--- config.mk ---
export PLATFORM = sky130hd
export DESIGN_NAME = pipe_skid_stage
export DESIGN_NICKNAME = d
export VERILOG_FILES = /design/src/rtl/pipe_pkg.sv /design/src/rtl/sat_counter.sv /design/src/rtl/pipe_skid_stage.sv
export SDC_FILE = /design/constraint.sdc
export NUM_CORES = 1
export LEC_CHECK = 0
export ABC_AREA = 0
export BUFFER_PORTS_ARGS = -buffer_cell sky130_fd_sc_hd__buf_2
export CAP_MARGIN = 20
export CORE_MARGIN = 8
export CORE_UTILIZATION = 31
export DETAILED_ROUTE_END_ITERATION = 8
export GPL_ROUTABILITY_DRIVEN = 0
export PLACE_DENSITY = 0.62
export SETUP_SLACK_MARGIN = 0.3
export SYNTH_ARGS = -nofsm -noshare
export SYNTH_HDL_FRONTEND = slang
export SYNTH_SLANG_ARGS = --single-unit
--- constraint.sdc ---
create_clock -name clk_i -period 4.3 [get_ports clk_i]
set_input_delay 0.86 -clock clk_i [delete_from_list [all_inputs] [get_ports clk_i]]
set_output_delay 0.86 -clock clk_i [all_outputs]
set_load 0.01 [all_outputs]
--- src/rtl/pipe_pkg.sv ---
// Shared definitions for elastic pipeline stage registers: default widths,
// the NOP control value and the bit layout of the WB/M/EX control bundle.
package pipe_pkg;

  localparam int DATA_W_DEF = 32;
  localparam int CTRL_W_DEF = 8;
  localparam int CNT_W_DEF  = 16;

  localparam logic [CTRL_W_DEF-1:0] CTRL_NOP = '0;

  // Control bundle layout: {WB[1:0], M[1:0], EX[3:0]}
  localparam int CTRL_EX_LSB = 0;
  localparam int CTRL_EX_W   = 4;
  localparam int CTRL_M_LSB  = 4;
  localparam int CTRL_M_W    = 2;
  localparam int CTRL_WB_LSB = 6;
  localparam int CTRL_WB_W   = 2;

endpackage

--- src/rtl/sat_counter.sv ---
// Saturating up-counter; increments once per cycle with inc_i and sticks at all-ones.
module sat_counter #(
  parameter int CNT_W = 16
) (
  input  logic             clk_i,
  input  logic             rst_i,
  input  logic             inc_i,
  output logic [CNT_W-1:0] cnt_o
);

  localparam logic [CNT_W-1:0] CNT_MAX = {CNT_W{1'b1}};
  localparam logic [CNT_W-1:0] CNT_ONE = {{(CNT_W-1){1'b0}}, 1'b1};

  logic [CNT_W-1:0] cnt_q;
  logic [CNT_W-1:0] cnt_d;

  always_comb begin
    cnt_d = cnt_q;
    if (inc_i && (cnt_q != CNT_MAX)) cnt_d = cnt_q + CNT_ONE;
  end

  always_ff @(posedge clk_i or posedge rst_i) begin
    if (rst_i) cnt_q <= '0;
    else       cnt_q <= cnt_d;
  end

  assign cnt_o = cnt_q;

endmodule

--- src/rtl/pipe_skid_stage.sv ---
// Elastic pipeline stage register: main register M feeds the outputs, skid
// register S absorbs one entry under back-pressure; supports stall and flush.
module pipe_skid_stage
  import pipe_pkg::*;
#(
  parameter int DATA_W = DATA_W_DEF,
  parameter int CTRL_W = CTRL_W_DEF,
  parameter int CNT_W  = CNT_W_DEF
) (
  input  logic              clk_i,
  input  logic              rst_i,
  input  logic              in_valid_i,
  output logic              in_ready_o,
  input  logic [CTRL_W-1:0] in_ctrl_i,
  input  logic [DATA_W-1:0] in_data_i,
  input  logic              stall_i,
  input  logic              flush_i,
  output logic              out_valid_o,
  input  logic              out_ready_i,
  output logic [CTRL_W-1:0] out_ctrl_o,
  output logic [DATA_W-1:0] out_data_o,
  output logic [CNT_W-1:0]  stall_cnt_o,
  output logic [CNT_W-1:0]  bubble_cnt_o
);

  logic              m_vld_q, m_vld_d;
  logic [CTRL_W-1:0] m_ctrl_q, m_ctrl_d;
  logic [DATA_W-1:0] m_data_q, m_data_d;
  logic              s_vld_q, s_vld_d;
  logic [CTRL_W-1:0] s_ctrl_q, s_ctrl_d;
  logic [DATA_W-1:0] s_data_q, s_data_d;
  logic              acc;
  logic              rel;

  // Ready depends on S only; stall/flush gate it combinationally.
  assign in_ready_o = ~s_vld_q & ~stall_i & ~flush_i & ~rst_i;
  assign acc        = in_valid_i & in_ready_o;
  assign rel        = m_vld_q & out_ready_i & ~stall_i & ~flush_i;

  always_comb begin
    m_vld_d  = m_vld_q;
    m_ctrl_d = m_ctrl_q;
    m_data_d = m_data_q;
    s_vld_d  = s_vld_q;
    s_ctrl_d = s_ctrl_q;
    s_data_d = s_data_q;
    if (flush_i) begin
      m_vld_d = 1'b0;
      s_vld_d = 1'b0;
    end else if (!stall_i) begin
      if (rel && s_vld_q) begin
        m_vld_d  = 1'b1;
        m_ctrl_d = s_ctrl_q;
        m_data_d = s_data_q;
        s_vld_d  = 1'b0;
      end else if (rel || !m_vld_q) begin
        m_vld_d = acc;
        if (acc) begin
          m_ctrl_d = in_ctrl_i;
          m_data_d = in_data_i;
        end
      end else if (acc) begin
        s_vld_d  = 1'b1;
        s_ctrl_d = in_ctrl_i;
        s_data_d = in_data_i;
      end
    end
  end

  always_ff @(posedge clk_i or posedge rst_i) begin
    if (rst_i) begin
      m_vld_q  <= 1'b0;
      m_ctrl_q <= '0;
      m_data_q <= '0;
      s_vld_q  <= 1'b0;
      s_ctrl_q <= '0;
      s_data_q <= '0;
    end else begin
      m_vld_q  <= m_vld_d;
      m_ctrl_q <= m_ctrl_d;
      m_data_q <= m_data_d;
      s_vld_q  <= s_vld_d;
      s_ctrl_q <= s_ctrl_d;
      s_data_q <= s_data_d;
    end
  end

  assign out_valid_o = m_vld_q;
  assign out_ctrl_o  = m_vld_q ? m_ctrl_q : '0;
  assign out_data_o  = m_data_q;

  sat_counter #(.CNT_W(CNT_W)) u_stall_cnt (
    .clk_i (clk_i),
    .rst_i (rst_i),
    .inc_i (stall_i),
    .cnt_o (stall_cnt_o)
  );

  sat_counter #(.CNT_W(CNT_W)) u_bubble_cnt (
    .clk_i (clk_i),
    .rst_i (rst_i),
    .inc_i (out_ready_i & ~m_vld_q & ~stall_i),
    .cnt_o (bubble_cnt_o)
  );

endmodule

==> impl_metrics.ini <==
[synthesis]
synth-seq-area-share_pct = 55.4
synth_ff_type = dfrtp_1
synth_edf_count = 0
async_reset_ff_share_pct = 100
synth_cell_types = 44
synth_fp_nets = 477
syn_inst = 429
ys_ff_latch = 114
ys_warn_count = 0
syn_area_um2 = 5150
avgSynthCellArea_um2 = 12.0

[floorplan]
die_y_um = 145
core_um2 = 16400
ios = 120
fp-row-count = 47
start_util_pct = 31.4
die_area_um2 = 21000
die_w_um = 145

[sta]
worstMarginPinSlew_ns = 0.825
period_needed_ns = 2.60
rsz0062_at_grt = no
slew_viol_final = 0
setup_tns_ns = 0
final-setup-viol-count = 0
skew_ns = 0.00647
max_slew_margin_pct = 44.9
hold_viol = 0
fin_crit_sh_pct = 60.5
fmaxAchievable_ghz = 0.384

[cts]
holdBufCountCts = 0
htree_levels = 4
clockBufferDepth = 2
cts_resized = 0
cts_tree = built
cts_root_buf = clkbuf_16
postCtsSetupRepairBufs = 0
clk_latency_ns = 0.41
cts_buffers = 17
cts_sinks = 114
clk_pin_slew_ns = 0.05

[layout]
drive_gt1_share_pct = 38.9
layout_common_cells = buf_2 (119), dfrtp_1 (114), nand2_1 (52), mux2_2 (44)
register_area_um2 = 2850
multi_input_area_um2 = 2200
num_antenna_cells = 0
fin_area_um2 = 6640
final_common_cell = buf_2
fin_nets = 601
fin_cells = 786
areaGrowthSynthToFinish_pct = 29.0
fillers = 1583

[route]
first_iter_violations = 127
drtPass1Iterations = 4
wl_per_cell_um = 15.5
drc_errors = 0
vias = 3670
drtAntennaViolNets = 0
wl_mm = 12.2
dr_wl_met3_um = 806
top_layer_used = met4
dr_wl_met2_mm = 5.82
met1Wirelength_mm = 5.37
viasPerCell = 4.67

[global_routing]
antenna_found_initial = 0
grt_pass1_wl_mm = 20.0
grt_start_max_net_pins = 82
grt_use_total_pct = 12.3
grt_pass1_vias = 3989
grt_overflow_total = 0

[worst_setup_path]
startpoint_type = input port
crit_chain = buf_2 > nor2_1 > nand4_1 > buf_4 > mux2_2
cp-end-kind = flip-flop
rr_worst_depth = 4
r2r-start = out_valid_o
cp_max_fo = 28
critPathSlowestCell = nand4_1
crit_type = input port to flip-flop
cp_slowest_stage_delay_ns = 0.71
critical_path_required_ns = 4.59
critPathArrivalTime_ns = 2.89
rr_endpoint = s_data_q[16]
ff2ff_setup_slack_ns = 1.75

[worst_hold_path]
min_to = out_data_o[0]
min_path_type = flip-flop to flip-flop
holdPathStages = 2
min-delay-start = out_data_o[0]

[place]
dp_hpwl_mm = 8.49
placed_area_um2 = 5990
portBuffers = 119
dp.cells = 754

[power]
p_int_mw = 2.50
power_frac_comb_pct = 14.0
power_density_nw_per_um2 = 513
p_switching_uw = 902
p_sw_share_pct = 26.5
power_frac_seq_pct = 40.9
max-vdd-ir-drop_v = 0.000259
total_power_mw = 3.41
p_leak_nw = 3.23
power_frac_clock_pct = 45.1

[flow_run]
drv_cap = 0

[status]
run_status = finished clean
metrics by stage:
step	setup WS, ns	util (%)	hold WS [ns]
6_report	1.70	40.5	0.473
2_1_floorplan	0.424	-	0.442
4_1_cts	1.67	40.5	0.478
3_5_place_dp	1.24	36.5	0.465
5_1_grt	1.52	40.5	0.499
3_3_place_gp	1.34	36.5	0.456
synthesized netlist by cell type (all sizes together) (3+ instances only):
cell | count | share of area (%)
and2 | 9 | 1.1
xor2 | 17 | 2.9
mux2i | 40 | 7.8
nand2b | 3 | 0.36
o21ai | 41 | 4.1
nand2 | 52 | 3.8
clkbuf | 9 | 0.66
nor2 | 8 | 0.63
dfrtp | 114 | 55
inv | 4 | 0.29
nand4 | 11 | 1.7
or2 | 5 | 0.66
nor3b | 4 | 0.68
a21oi | 3 | 0.29
nor4 | 6 | 1.6
mux2 | 45 | 9.9
nand3 | 12 | 1.2
xnor2 | 8 | 1.4
nor3 | 9 | 1.1
and4 | 3 | 0.51
buf | 10 | 1.2
sequential cells by signal (all words and copies together) (netlist names):
register,count
u_bubble_cnt.cnt_o,16
u_stall_cnt.cnt_o,16
s_ctrl_q,8
m_ctrl_q,8
s_vld_q,1
out_valid_o,1
out_data_o,32
s_data_q,32
critical path, delay by kind of cell:
family	cells	cell delay [ns]
simple gates	2	0.98
buf+inv	2	0.71
mux	1	0.32
routing by layer:
layer  track usage, %  vias to the layer above
met2             19.6                       86
met3             4.56                       19
met4             4.60                        0
li1                 -                     1765
met1             14.8                     1800
met5                0                        -
worst max-delay path by stage:
stage / endpoint / slack [ns] / from / cells after the start
floorplan: m_ctrl_q[0] / 0.42 / rst_i / 1
global placement: s_data_q[11] / 1.34 / rst_i / 5
detailed placement: s_data_q[14] / 1.24 / stall_i / 5
CTS: s_data_q[28] / 1.67 / out_valid_o / 4
global route: s_data_q[3] / 1.52 / out_valid_o / 4
finish: s_data_q[16] / 1.70 / stall_i / 5
power groups by stage:
stage / registers, mW / logic (mW) / clock network (mW)
floorplan: 1.44 / 0.215 / 0
global route: 1.42 / 0.537 / 1.63
detailed placement: 1.41 / 0.489 / 0
global placement: 1.40 / 0.479 / 0
finish: 1.39 / 0.476 / 1.54
CTS: 1.39 / 0.492 / 1.57
kinds of logic after synthesis:
family	after synthesis	synth area share, %
AO/OA/AOI/OAI	49	5.20
XOR/XNOR	25	4.25
adder cells (fa/ha/maj)	2	0.486
buffers and inverters	23	2.19
flip-flops	114	55.4
multiplexers	85	17.7
AND/OR/NAND/NOR	131	14.8
final cells by class:
| class | count | share of cell area [%] |
|---|---|---|
| flip-flops and latches | 114 | 42.9 |
| multi-input cells | 292 | 33.2 |
| repair buffers | 124 | 9.72 |
| clock buffers | 24 | 7.55 |
| well taps | 220 | 4.14 |
| clock inverters | 8 | 2.22 |
| inverters | 4 | 0.264 |
No activity file was read; power rests on OpenSTA's default activity.
